**src/rtl/ifu_fetch_pkg.sv**
```systemverilog
// Shared constants and helpers for the instruction fetch unit (ifu_fetch).
package ifu_fetch_pkg;

   localparam int                   CPU_WIDTH        = 32;
   localparam int                   IFU_FIFO_DEPTH   = 2;
   localparam logic [CPU_WIDTH-1:0] INST_NOP         = 32'h0000_0013;
   localparam logic [CPU_WIDTH-1:0] RESET_PC_DEFAULT = 32'h0000_0000;
   localparam logic [CPU_WIDTH-1:0] PC_ALIGN_MASK    = 32'hFFFF_FFFC;
   localparam logic [CPU_WIDTH-1:0] PC_STEP          = 32'h0000_0004;

   function automatic logic [CPU_WIDTH-1:0] align_pc(input logic [CPU_WIDTH-1:0] pc);
      return pc & PC_ALIGN_MASK;
   endfunction

endpackage

```
**src/rtl/ifu_fetch_if.sv**
```systemverilog
// Instruction-memory and decode-side handshake bundle for ifu_fetch.
interface ifu_fetch_if;
   import ifu_fetch_pkg::*;

   logic                 imem_req;
   logic [CPU_WIDTH-1:0] imem_addr;
   logic                 imem_gnt;
   logic                 imem_rvalid;
   logic [CPU_WIDTH-1:0] imem_rdata;
   logic                 id_valid;
   logic                 id_ready;
   logic [CPU_WIDTH-1:0] id_inst;
   logic [CPU_WIDTH-1:0] id_pc;

   modport master (
      output imem_req, imem_addr, id_valid, id_inst, id_pc,
      input  imem_gnt, imem_rvalid, imem_rdata, id_ready
   );

   modport slave (
      input  imem_req, imem_addr, id_valid, id_inst, id_pc,
      output imem_gnt, imem_rvalid, imem_rdata, id_ready
   );

endinterface

```
**src/rtl/ifu_fetch_fifo.sv**
```systemverilog
// Small synchronous FIFO with flush and occupancy count; DEPTH must be a power of two.
module ifu_fifo #(
   parameter int WIDTH = 32,
   parameter int DEPTH = 2,
   parameter int CW    = $clog2(DEPTH + 1)
) (
   input  logic             clk,
   input  logic             rst_n,
   input  logic             flush,
   input  logic             push,
   input  logic             pop,
   input  logic [WIDTH-1:0] wdata,
   output logic [WIDTH-1:0] rdata,
   output logic [CW-1:0]    count
);

   localparam int AW = (DEPTH > 1) ? $clog2(DEPTH) : 1;

   logic [WIDTH-1:0] mem_r [DEPTH];
   logic [AW-1:0]    wr_ptr_r;
   logic [AW-1:0]    rd_ptr_r;
   logic [CW-1:0]    count_r;
   logic             push_s;
   logic             pop_s;

   // Qualify requests against occupancy so the pointers never cross.
   always_comb begin
      pop_s  = pop & (count_r != '0);
      push_s = push & ((count_r != CW'(DEPTH)) | pop_s);
   end

   // Storage, pointers and count; flush empties without touching storage.
   always_ff @(posedge clk or negedge rst_n) begin
      if (!rst_n) begin
         wr_ptr_r <= '0;
         rd_ptr_r <= '0;
         count_r  <= '0;
         for (int i = 0; i < DEPTH; i++) begin
            mem_r[i] <= '0;
         end
      end else if (flush) begin
         wr_ptr_r <= '0;
         rd_ptr_r <= '0;
         count_r  <= '0;
      end else begin
         if (push_s) begin
            mem_r[wr_ptr_r] <= wdata;
            wr_ptr_r        <= wr_ptr_r + AW'(1);
         end
         if (pop_s) begin
            rd_ptr_r <= rd_ptr_r + AW'(1);
         end
         count_r <= count_r + CW'(push_s) - CW'(pop_s);
      end
   end

   assign rdata = mem_r[rd_ptr_r];
   assign count = count_r;

endmodule

```
**src/rtl/ifu_fetch.sv**
```systemverilog
// Instruction fetch unit: PC, credit-limited imem requests, fetch buffer, redirect flush.
// Optional macro IFU_BYPASS_EN gives a zero-latency path from imem to decode when the buffer is empty.
module ifu_fetch
   import ifu_fetch_pkg::*;
#(
   parameter logic [CPU_WIDTH-1:0] RESET_PC   = RESET_PC_DEFAULT,
   parameter int                   FIFO_DEPTH = IFU_FIFO_DEPTH
) (
   input  logic                 clk,
   input  logic                 rst_n,
   input  logic                 redirect_valid,
   input  logic [CPU_WIDTH-1:0] redirect_pc,
   ifu_fetch_if.master          bus
);

   localparam int CW = $clog2(FIFO_DEPTH + 1);
   localparam int SW = CW + 1;

   logic [CPU_WIDTH-1:0]   pc_r;
   logic [CPU_WIDTH-1:0]   pc_nxt_s;
   logic                   req_r;
   logic                   req_nxt_s;
   logic [CW-1:0]          discard_r;
   logic [CW-1:0]          discard_nxt_s;
   logic [CW-1:0]          inflight_s;
   logic [CW-1:0]          inflight_nxt_s;
   logic [CW-1:0]          fifo_count_s;
   logic [CW-1:0]          fifo_count_nxt_s;
   logic                   grant_s;
   logic                   resp_s;
   logic                   drop_s;
   logic                   bypass_s;
   logic                   push_s;
   logic                   pop_s;
   logic [2*CPU_WIDTH-1:0] head_s;
   logic [CPU_WIDTH-1:0]   tag_s;

   // Transfer events for this cycle; redirect overrides push, pop and pc increment.
   always_comb begin
      grant_s = req_r & bus.imem_gnt;
      resp_s  = bus.imem_rvalid & (inflight_s != '0);
      drop_s  = resp_s & (redirect_valid | (discard_r != '0));
`ifdef IFU_BYPASS_EN
      bypass_s = resp_s & ~drop_s & (fifo_count_s == '0);
`else
      bypass_s = 1'b0;
`endif
      pop_s  = ~redirect_valid & bus.id_ready & (fifo_count_s != '0);
      push_s = resp_s & ~drop_s & ~(bypass_s & bus.id_ready);
   end

   // Next-state bookkeeping; the request flop looks at next-cycle credit.
   always_comb begin
      inflight_nxt_s = inflight_s + CW'(grant_s) - CW'(resp_s);
      if (redirect_valid) begin
         fifo_count_nxt_s = '0;
         discard_nxt_s    = inflight_nxt_s;
         pc_nxt_s         = align_pc(redirect_pc);
      end else begin
         fifo_count_nxt_s = fifo_count_s + CW'(push_s) - CW'(pop_s);
         discard_nxt_s    = discard_r - CW'(resp_s & (discard_r != '0));
         pc_nxt_s         = grant_s ? (pc_r + PC_STEP) : pc_r;
      end
      req_nxt_s = ({1'b0, fifo_count_nxt_s} + {1'b0, inflight_nxt_s}) < SW'(FIFO_DEPTH);
   end

   // PC, request and discard counter registers.
   always_ff @(posedge clk or negedge rst_n) begin
      if (!rst_n) begin
         pc_r      <= RESET_PC;
         req_r     <= 1'b0;
         discard_r <= '0;
      end else begin
         pc_r      <= pc_nxt_s;
         req_r     <= req_nxt_s;
         discard_r <= discard_nxt_s;
      end
   end

   // Tag queue occupancy doubles as the in-flight count, discarded requests included.
   ifu_fifo #(
      .WIDTH (CPU_WIDTH),
      .DEPTH (FIFO_DEPTH)
   ) u_tag_q (
      .clk   (clk),
      .rst_n (rst_n),
      .flush (1'b0),
      .push  (grant_s),
      .pop   (resp_s),
      .wdata (pc_r),
      .rdata (tag_s),
      .count (inflight_s)
   );

   ifu_fifo #(
      .WIDTH (2 * CPU_WIDTH),
      .DEPTH (FIFO_DEPTH)
   ) u_data_q (
      .clk   (clk),
      .rst_n (rst_n),
      .flush (redirect_valid),
      .push  (push_s),
      .pop   (pop_s),
      .wdata ({bus.imem_rdata, tag_s}),
      .rdata (head_s),
      .count (fifo_count_s)
   );

   assign bus.imem_req  = req_r;
   assign bus.imem_addr = pc_r;

   // Decode-side view: buffer head, else bypassed response, else a harmless nop.
   always_comb begin
      bus.id_valid = 1'b0;
      bus.id_inst  = INST_NOP;
      bus.id_pc    = '0;
      if (fifo_count_s != '0) begin
         bus.id_valid = 1'b1;
         bus.id_inst  = head_s[2*CPU_WIDTH-1:CPU_WIDTH];
         bus.id_pc    = head_s[CPU_WIDTH-1:0];
      end else if (bypass_s) begin
         bus.id_valid = 1'b1;
         bus.id_inst  = bus.imem_rdata;
         bus.id_pc    = tag_s;
      end else begin
         bus.id_valid = 1'b0;
      end
   end

endmodule

```
**src/flat_wrapper.sv**
```systemverilog
// flat-port wrapper written by rule: the top's interface ports become plain ports
module ifu_fetch_flat import ifu_fetch_pkg::*;
#(
   parameter logic [CPU_WIDTH-1:0] RESET_PC   = RESET_PC_DEFAULT,
   parameter int                   FIFO_DEPTH = IFU_FIFO_DEPTH
)
  (clk, rst_n, redirect_valid, redirect_pc, bus_imem_req, bus_imem_addr, bus_id_valid, bus_id_inst, bus_id_pc, bus_imem_gnt, bus_imem_rvalid, bus_imem_rdata, bus_id_ready);
  ifu_fetch_if bus_i ();
  input  logic clk;
  input  logic rst_n;
  input  logic redirect_valid;
  input  logic [CPU_WIDTH-1:0] redirect_pc;
  output wire logic [$bits(bus_i.imem_req)-1:0] bus_imem_req;
  output wire logic [$bits(bus_i.imem_addr)-1:0] bus_imem_addr;
  output wire logic [$bits(bus_i.id_valid)-1:0] bus_id_valid;
  output wire logic [$bits(bus_i.id_inst)-1:0] bus_id_inst;
  output wire logic [$bits(bus_i.id_pc)-1:0] bus_id_pc;
  input wire logic [$bits(bus_i.imem_gnt)-1:0] bus_imem_gnt;
  input wire logic [$bits(bus_i.imem_rvalid)-1:0] bus_imem_rvalid;
  input wire logic [$bits(bus_i.imem_rdata)-1:0] bus_imem_rdata;
  input wire logic [$bits(bus_i.id_ready)-1:0] bus_id_ready;
  assign bus_imem_req = bus_i.imem_req;
  assign bus_imem_addr = bus_i.imem_addr;
  assign bus_id_valid = bus_i.id_valid;
  assign bus_id_inst = bus_i.id_inst;
  assign bus_id_pc = bus_i.id_pc;
  assign bus_i.imem_gnt = bus_imem_gnt;
  assign bus_i.imem_rvalid = bus_imem_rvalid;
  assign bus_i.imem_rdata = bus_imem_rdata;
  assign bus_i.id_ready = bus_id_ready;
  ifu_fetch #(.RESET_PC(RESET_PC), .FIFO_DEPTH(FIFO_DEPTH)) u_core (.clk(clk), .rst_n(rst_n), .redirect_valid(redirect_valid), .redirect_pc(redirect_pc), .bus(bus_i));
endmodule
```
**config.mk**
```make
export PLATFORM = sky130hd
export DESIGN_NAME = ifu_fetch_flat
export DESIGN_NICKNAME = d
export VERILOG_FILES = /design/src/rtl/ifu_fetch_pkg.sv /design/src/rtl/ifu_fetch_if.sv /design/src/rtl/ifu_fetch_fifo.sv /design/src/rtl/ifu_fetch.sv /design/src/flat_wrapper.sv
export SDC_FILE = /design/constraint.sdc
export NUM_CORES = 1
export LEC_CHECK = 0
export ABC_AREA = 1
export CORE_MARGIN = 3
export CORE_UTILIZATION = 50
export CTS_BUF_LIST = sky130_fd_sc_hd__clkbuf_4 sky130_fd_sc_hd__clkbuf_8
export CTS_CLUSTER_SIZE = 30
export DETAILED_ROUTE_END_ITERATION = 16
export GPL_TIMING_DRIVEN = 0
export PLACE_DENSITY = 0.84
export SYNTH_ARGS = -nofsm -noshare
export SYNTH_HDL_FRONTEND = slang
export SYNTH_SLANG_ARGS = --single-unit
```
**constraint.sdc**
```tcl
create_clock -name clk -period 3.4 [get_ports clk]
set_input_delay 0.34 -clock clk [delete_from_list [all_inputs] [get_ports clk]]
set_output_delay 0.34 -clock clk [all_outputs]
set_load 0.005 [all_outputs]
```
* Yosys cells after proc, flatten, opt, wreduce, memory -nomap -nowiden
Cells that the tools add are included.
** Word-level totals
- Bits in registers :: 235
- Output and inout port bits :: 98
** Operators by class
- Add/sub/neg operators :: 15
- Order comparisons :: 7
- Eq/ne operators :: 2
- Muxes and demuxes :: 24
- Bitwise gates (word level) :: 20
- Reduce and logical (&&, ||, !) cells :: 9
** Operators with widths (number)
- $mux 32 :: 8
- $mux 64 :: 4
- $bwmux 128 :: 1
- $bwmux 64 :: 1
- $demux 64 s1 :: 1
- $add 32x3->32 const B :: 1
- $demux 32 s1 :: 1
- $reduce_bool 2->1 :: 6
- $and 1x1->1 :: 11
- $add 2x1->2 :: 4
- $ge 2x2->1 const B :: 4
- $not 1->2 :: 4
- $sub 2x1->2 :: 4
- $mux 2 :: 3
- $mux 1 :: 5
- $add 1x1->1 const B :: 4
- $lt 2x1->1 const B :: 2
- $ne 2x2->1 const B :: 2
- $add 2x2->3 :: 1
- $lt 3x2->1 const B :: 1
- $or 1x1->1 :: 3
- $logic_and 1x1->1 :: 2
- $not 1->1 :: 2
- $reduce_and 2->1 :: 1
- $sub 2x2->2 :: 1

* Depth between registers and ports, before layout
- Depth in word-level cells :: 10
- Depth in mapped cells :: 12
- Mapped depth without buffers :: 12

* Modules after synthesis
From an unflattened synthesis, not the netlist that was laid out.
** Unflattened totals
- Cells, all modules :: 1753
- Area total of the unflattened synthesis :: 12650.9 um^2
** By module, submodules not included
- ifu_fifo (u_core.u_data_q) :: instances 1, cells each 810, area each 6326.1 um^2
- ifu_fifo (u_core.u_tag_q) :: instances 1, cells each 421, area each 3280.6 um^2
- ifu_fetch :: instances 1, cells each 522, area each 3044.2 um^2

* Least setup slack after synthesis
No wires, ideal clock.
- Kind :: register to register
- From :: register u_core.u_data_q.count_r[1], in the netlist u_core.u_data_q.count[1]
- To :: register u_core.req_r, in the netlist u_core.bus.imem_req
- Setup time :: 0.113 ns
- Arrival :: 2.471 ns
- Data required time :: 3.287 ns
- Slack :: 0.816 ns
- Cell stages (with the launch flop) :: 12
- Path buffers :: 1
- Path through :: dfrtp_1 -> nor2_1 -> clkbuf_1 -> nor3_1 -> ha_1 -> inv_1 -> ha_1 -> or2_2 -> nand3_1 -> fa_1 -> nand2_1 -> inv_1
** Between the ends
- Cells in the longest elaborated chain, start to end :: 6
- Elaborated cells on any way between the ends :: 7
- Those cells by class :: add/sub: 3; order compare: 1; mux: 1; bitwise: 1; reduce/logical: 1
** RTL lines
- start: declaration :: RTL line ifu_fetch_fifo.sv:22 : logic [CW-1:0] count_r;
- start signal: assignment :: RTL line ifu_fetch_fifo.sv:53 : count_r <= count_r + CW'(push_s) - CW'(pop_s);
- parallel branches: the longest is 2 deep, another holds $add 2x1->2
- $sub 2x1->2 * :: RTL line ifu_fetch.sv:60 : fifo_count_nxt_s = fifo_count_s + CW'(push_s) - CW'(pop_s);
- $mux 2 * :: RTL line ifu_fetch.sv:55 : if (redirect_valid) begin
- $add 2x2->3 * :: RTL line ifu_fetch.sv:64 : req_nxt_s = ({1'b0, fifo_count_nxt_s} + {1'b0, inflight_nxt_s}) < SW'(FIFO_DEPTH);
- $lt 3x2->1 * :: RTL line ifu_fetch.sv:64
- via u_core.req_nxt_s :: RTL line ifu_fetch.sv:22 : logic req_nxt_s;
- end signal: assignment :: RTL line ifu_fetch.sv:75 : req_r <= req_nxt_s;
- end: declaration :: RTL line ifu_fetch.sv:21 : logic req_r;
Mark *: on every way through the listed nets, which the timed path passes.
A chain may end at the register's enable or synchronous reset.

* Worst setup path in the final report
- From :: register u_core.u_data_q.rd_ptr_r
- To :: output port bus_id_pc[14]
** Between the ends
- Cells in the longest elaborated chain, start to end :: 5
** RTL lines
- start: declaration :: RTL line ifu_fetch_fifo.sv:21 : logic [AW-1:0] rd_ptr_r;
- start signal: assignment :: RTL line ifu_fetch_fifo.sv:51 : rd_ptr_r <= rd_ptr_r + AW'(1);
- $not 1->2 (implied by the code) :: RTL line ifu_fetch_fifo.sv:57 : assign rdata = mem_r[rd_ptr_r];
- $mux 64 (implied by the code) (3 in series) :: RTL line ifu_fetch_fifo.sv:57
- $mux 32 :: RTL line ifu_fetch.sv:117 : if (fifo_count_s != '0) begin
- end: declaration :: RTL line flat_wrapper.sv:17 : output wire logic [$bits(bus_i.id_pc)-1:0] bus_id_pc;
Every way passes these cells. The select of a mux whose other input is x is not followed.

==> impl_metrics.tcl <==
set metrics [dict create \
    status "finished, final reports clean" \
    top_usage_layer "met2" \
    row_count 52 \
    synth_flop_cell "dfrtp_1" \
    whs_ps 247.2 \
    synth.distinct_cells 33 \
    synth_area_per_cell_um2 8.084 \
    criticalPathCategory "reg2out" \
    grt_usage_pct 24.45 \
    routabilityCongestion 0.9492 \
    n_antenna_cell 0 \
    critPathMaxFanout 10 \
    grt_use_met3_pct 4.232 \
    final_net_count 1616 \
    slew_viol_final 0 \
    wirelength_um 28730 \
    ctsHtreeMaxLevel 2 \
    path_clk_slew_ps 60 \
    drt_iter0_drc 790 \
    overflow 0 \
    use_met2_pct 39.43 \
    relSlewSlack_pct 48.62 \
    nFillCells 1676 \
    layout-drive-gt1-share_pct 6.680 \
    synthArstFlopShare_pct 100.0 \
    die_x_um 152.6 \
    cts_tree "built" \
    synthTopCellsByArea "dfrtp_1, nand2_1, o21ai_0" \
    synth-edff-count 0 \
    core_area_mm2 0.02069 \
    die_h_um 152.6 \
    grt_pass1_vias 9576 \
    antenna_found_initial 0 \
    cts_inserted_buffers 39 \
    syn_area_mm2 0.01074 \
    clock_skew_ps 36.89 \
    p_leak_nw 6.263 \
    final_hold_viol_count 0 \
    period_needed_ps 3140 \
    wl_per_cell_um 15.72 \
    dp_hpwl_um 20320 \
    finalPower_mw 10.38 \
    powerDensity_mw_per_mm2 766.8 \
    worst-endpoint-required_ps 3060 \
    fin_crit_sh_pct 92.34 \
    maxCapViolations 0 \
    multi_input_area_mm2 0.004289 \
    cts_post_setup_buffers_inserted 0 \
    synth_top_area_cell "dfrtp_1" \
    worst_pin_slew_ps 770.7 \
    dieArea_mm2 0.02328 \
    grt_pass1_wl_um 47640 \
    yosys_register_bits 225 \
    hp-class "in2reg" \
    register_area_mm2 0.005630 \
    initial_core_util_pct 51.93 \
    drt_pass1_iterations 5 \
    area_delta_synth_final_pct 25.93 \
    ir_drop_mv 0.4058 \
    layout_common_cells "nand2_1, dfrtp_1, clkdlybuf4s50_1" \
    portBuffers 160 \
    synth_top_area_share_pct 52.40 \
    avgViaCountPerCell 5.346 \
    cts_max_path_buffers 3 \
    fmax_ghz 0.3185 \
    final_common_cell "nand2_1" \
    syn_inst 1329 \
    insertion_delay_ps 550 \
    yosysSeqAreaShare_pct 52.40 \
    met1_usage_pct 34.46 \
    cts.sinks 225 \
    synth_warnings 0 \
    arrival_ps 2800 \
    antenna_left 0 \
    critPathLaunchType "register" \
    grt_start_max_net_pins 122 \
    io_pins 168 \
    cts_root_buf "clkbuf_8" \
    final.setup.worst_slack_ps 260.3 \
    route.detailed.drc 0 \
    pre_cts_ws_ps 263.3 \
    tns_ps 0 \
    setup_viol_count_final 0 \
    vias 9767 \
    rsz0062_at_grt "no" \
    worstSetupEndpointType "output pin" \
]
## kinds of logic after synthesis
| group | Yosys count | synth area share [%] |
|---|---|---|
| simple gates | 579 | 21.26 |
| compound gates | 292 | 14.32 |
| flops | 225 | 52.40 |
| buf+inv | 189 | 7.803 |
| mux | 18 | 1.677 |
| xor+xnor | 14 | 1.141 |
| fa+ha+maj | 11 | 1.351 |
| other cells | 1 | 0.03490 |
## routing by layer
metal	share of wire [%]	vias to the layer above	wire, um
met4	1.8	0	510
met3	8.2	44	2349
met5	0	-	0
li1	-	4646	-
met2	47	446	13580
met1	43	4631	12290
## worst max-delay path, stage by stage (launching register included)
cell and delay [ps]:
dfrtp_1 360, clkbuf_1 250, inv_2 260, clkbuf_1 400, nand2_1 110, a21oi_1 300
clkdlybuf4s50_1 570
## Yosys cell counts, types with 5 or more instances
cell type and count:
nor2_1 48, clkbuf_1 45, xor2_1 8, inv_1 111, buf_4 5, a21oi_1 63
xnor2_1 6, ha_1 10, o21ai_1 73, dfrtp_1 225, nand3_1 49, nand2_1 472
buf_2 10, mux2i_1 18, o21ai_0 127, buf_6 13, o21a_1 18
## what timing repair did
item | CTS | global route
hold buffers | 1 | 0
hold endpoints to repair | 104 | 0
setup endpoints to repair | 0 | 1
gates resized for setup | 0 | 1
## worst paths after layout
check | startpoint | end | slack, ps | depth (start not counted)
hold reg to reg | u_core.u_tag_q.mem_r[39] | u_core.u_tag_q.mem_r[39] | 480 | 2
max in group asynchronous | rst_n | u_core.bus.imem_addr[22] | 1900 | 3
hold / removal | redirect_valid | u_core.bus.imem_addr[12] | 250 | 4
min in group asynchronous | rst_n | u_core.u_data_q.mem_r[47] | 420 | 2
setup reg to reg | u_core.u_data_q.count[1] | u_core.bus.imem_req | 360 | 11
setup / recovery | u_core.u_data_q.rd_ptr_r | bus_id_pc[14] | 260 | 6
## where the power goes
part / total [mW] / switching [mW] / internal, mW
Clock: 2.48 / 1.08 / 1.40
Sequential: 4.42 / 0.654 / 3.77
Combinational: 3.48 / 1.99 / 1.48
Total: 10.4 / 3.72 / 6.65
## registers in the layout, indices dropped and copies added, names as in the netlist
name,count
u_core.bus.imem_addr,30
u_core.bus.imem_req,1
u_core.discard_r,2
u_core.u_data_q.count,2
u_core.u_data_q.mem_r,124
u_core.u_data_q.rd_ptr_r,1
u_core.u_data_q.wr_ptr_r,1
u_core.u_tag_q.count,2
u_core.u_tag_q.mem_r,60
u_core.u_tag_q.rd_ptr_r,1
u_core.u_tag_q.wr_ptr_r,1
## layout make-up
type	count	area share, %
Inverter	114	3.163
Sequential cell	225	41.61
Tap cell	270	2.497
Clock buffer	56	5.465
Timing Repair Buffer	162	12.15
Buffer	75	3.033
Multi-Input combinational cell	918	31.70
Clock inverter	7	0.3791
## per-stage QoR
stage | util, % | area [um2] | instances
2_1_floorplan | - | 10760 | 1332
3_3_place_gp | 61.36 | 12690 | 1762
3_5_place_dp | 61.51 | 12730 | 1763
4_1_cts | 65.38 | 13530 | 1827
5_1_grt | 65.40 | 13530 | 1827
6_report | 65.40 | 13530 | 1827
No activity file was read; power rests on OpenSTA's default activity.
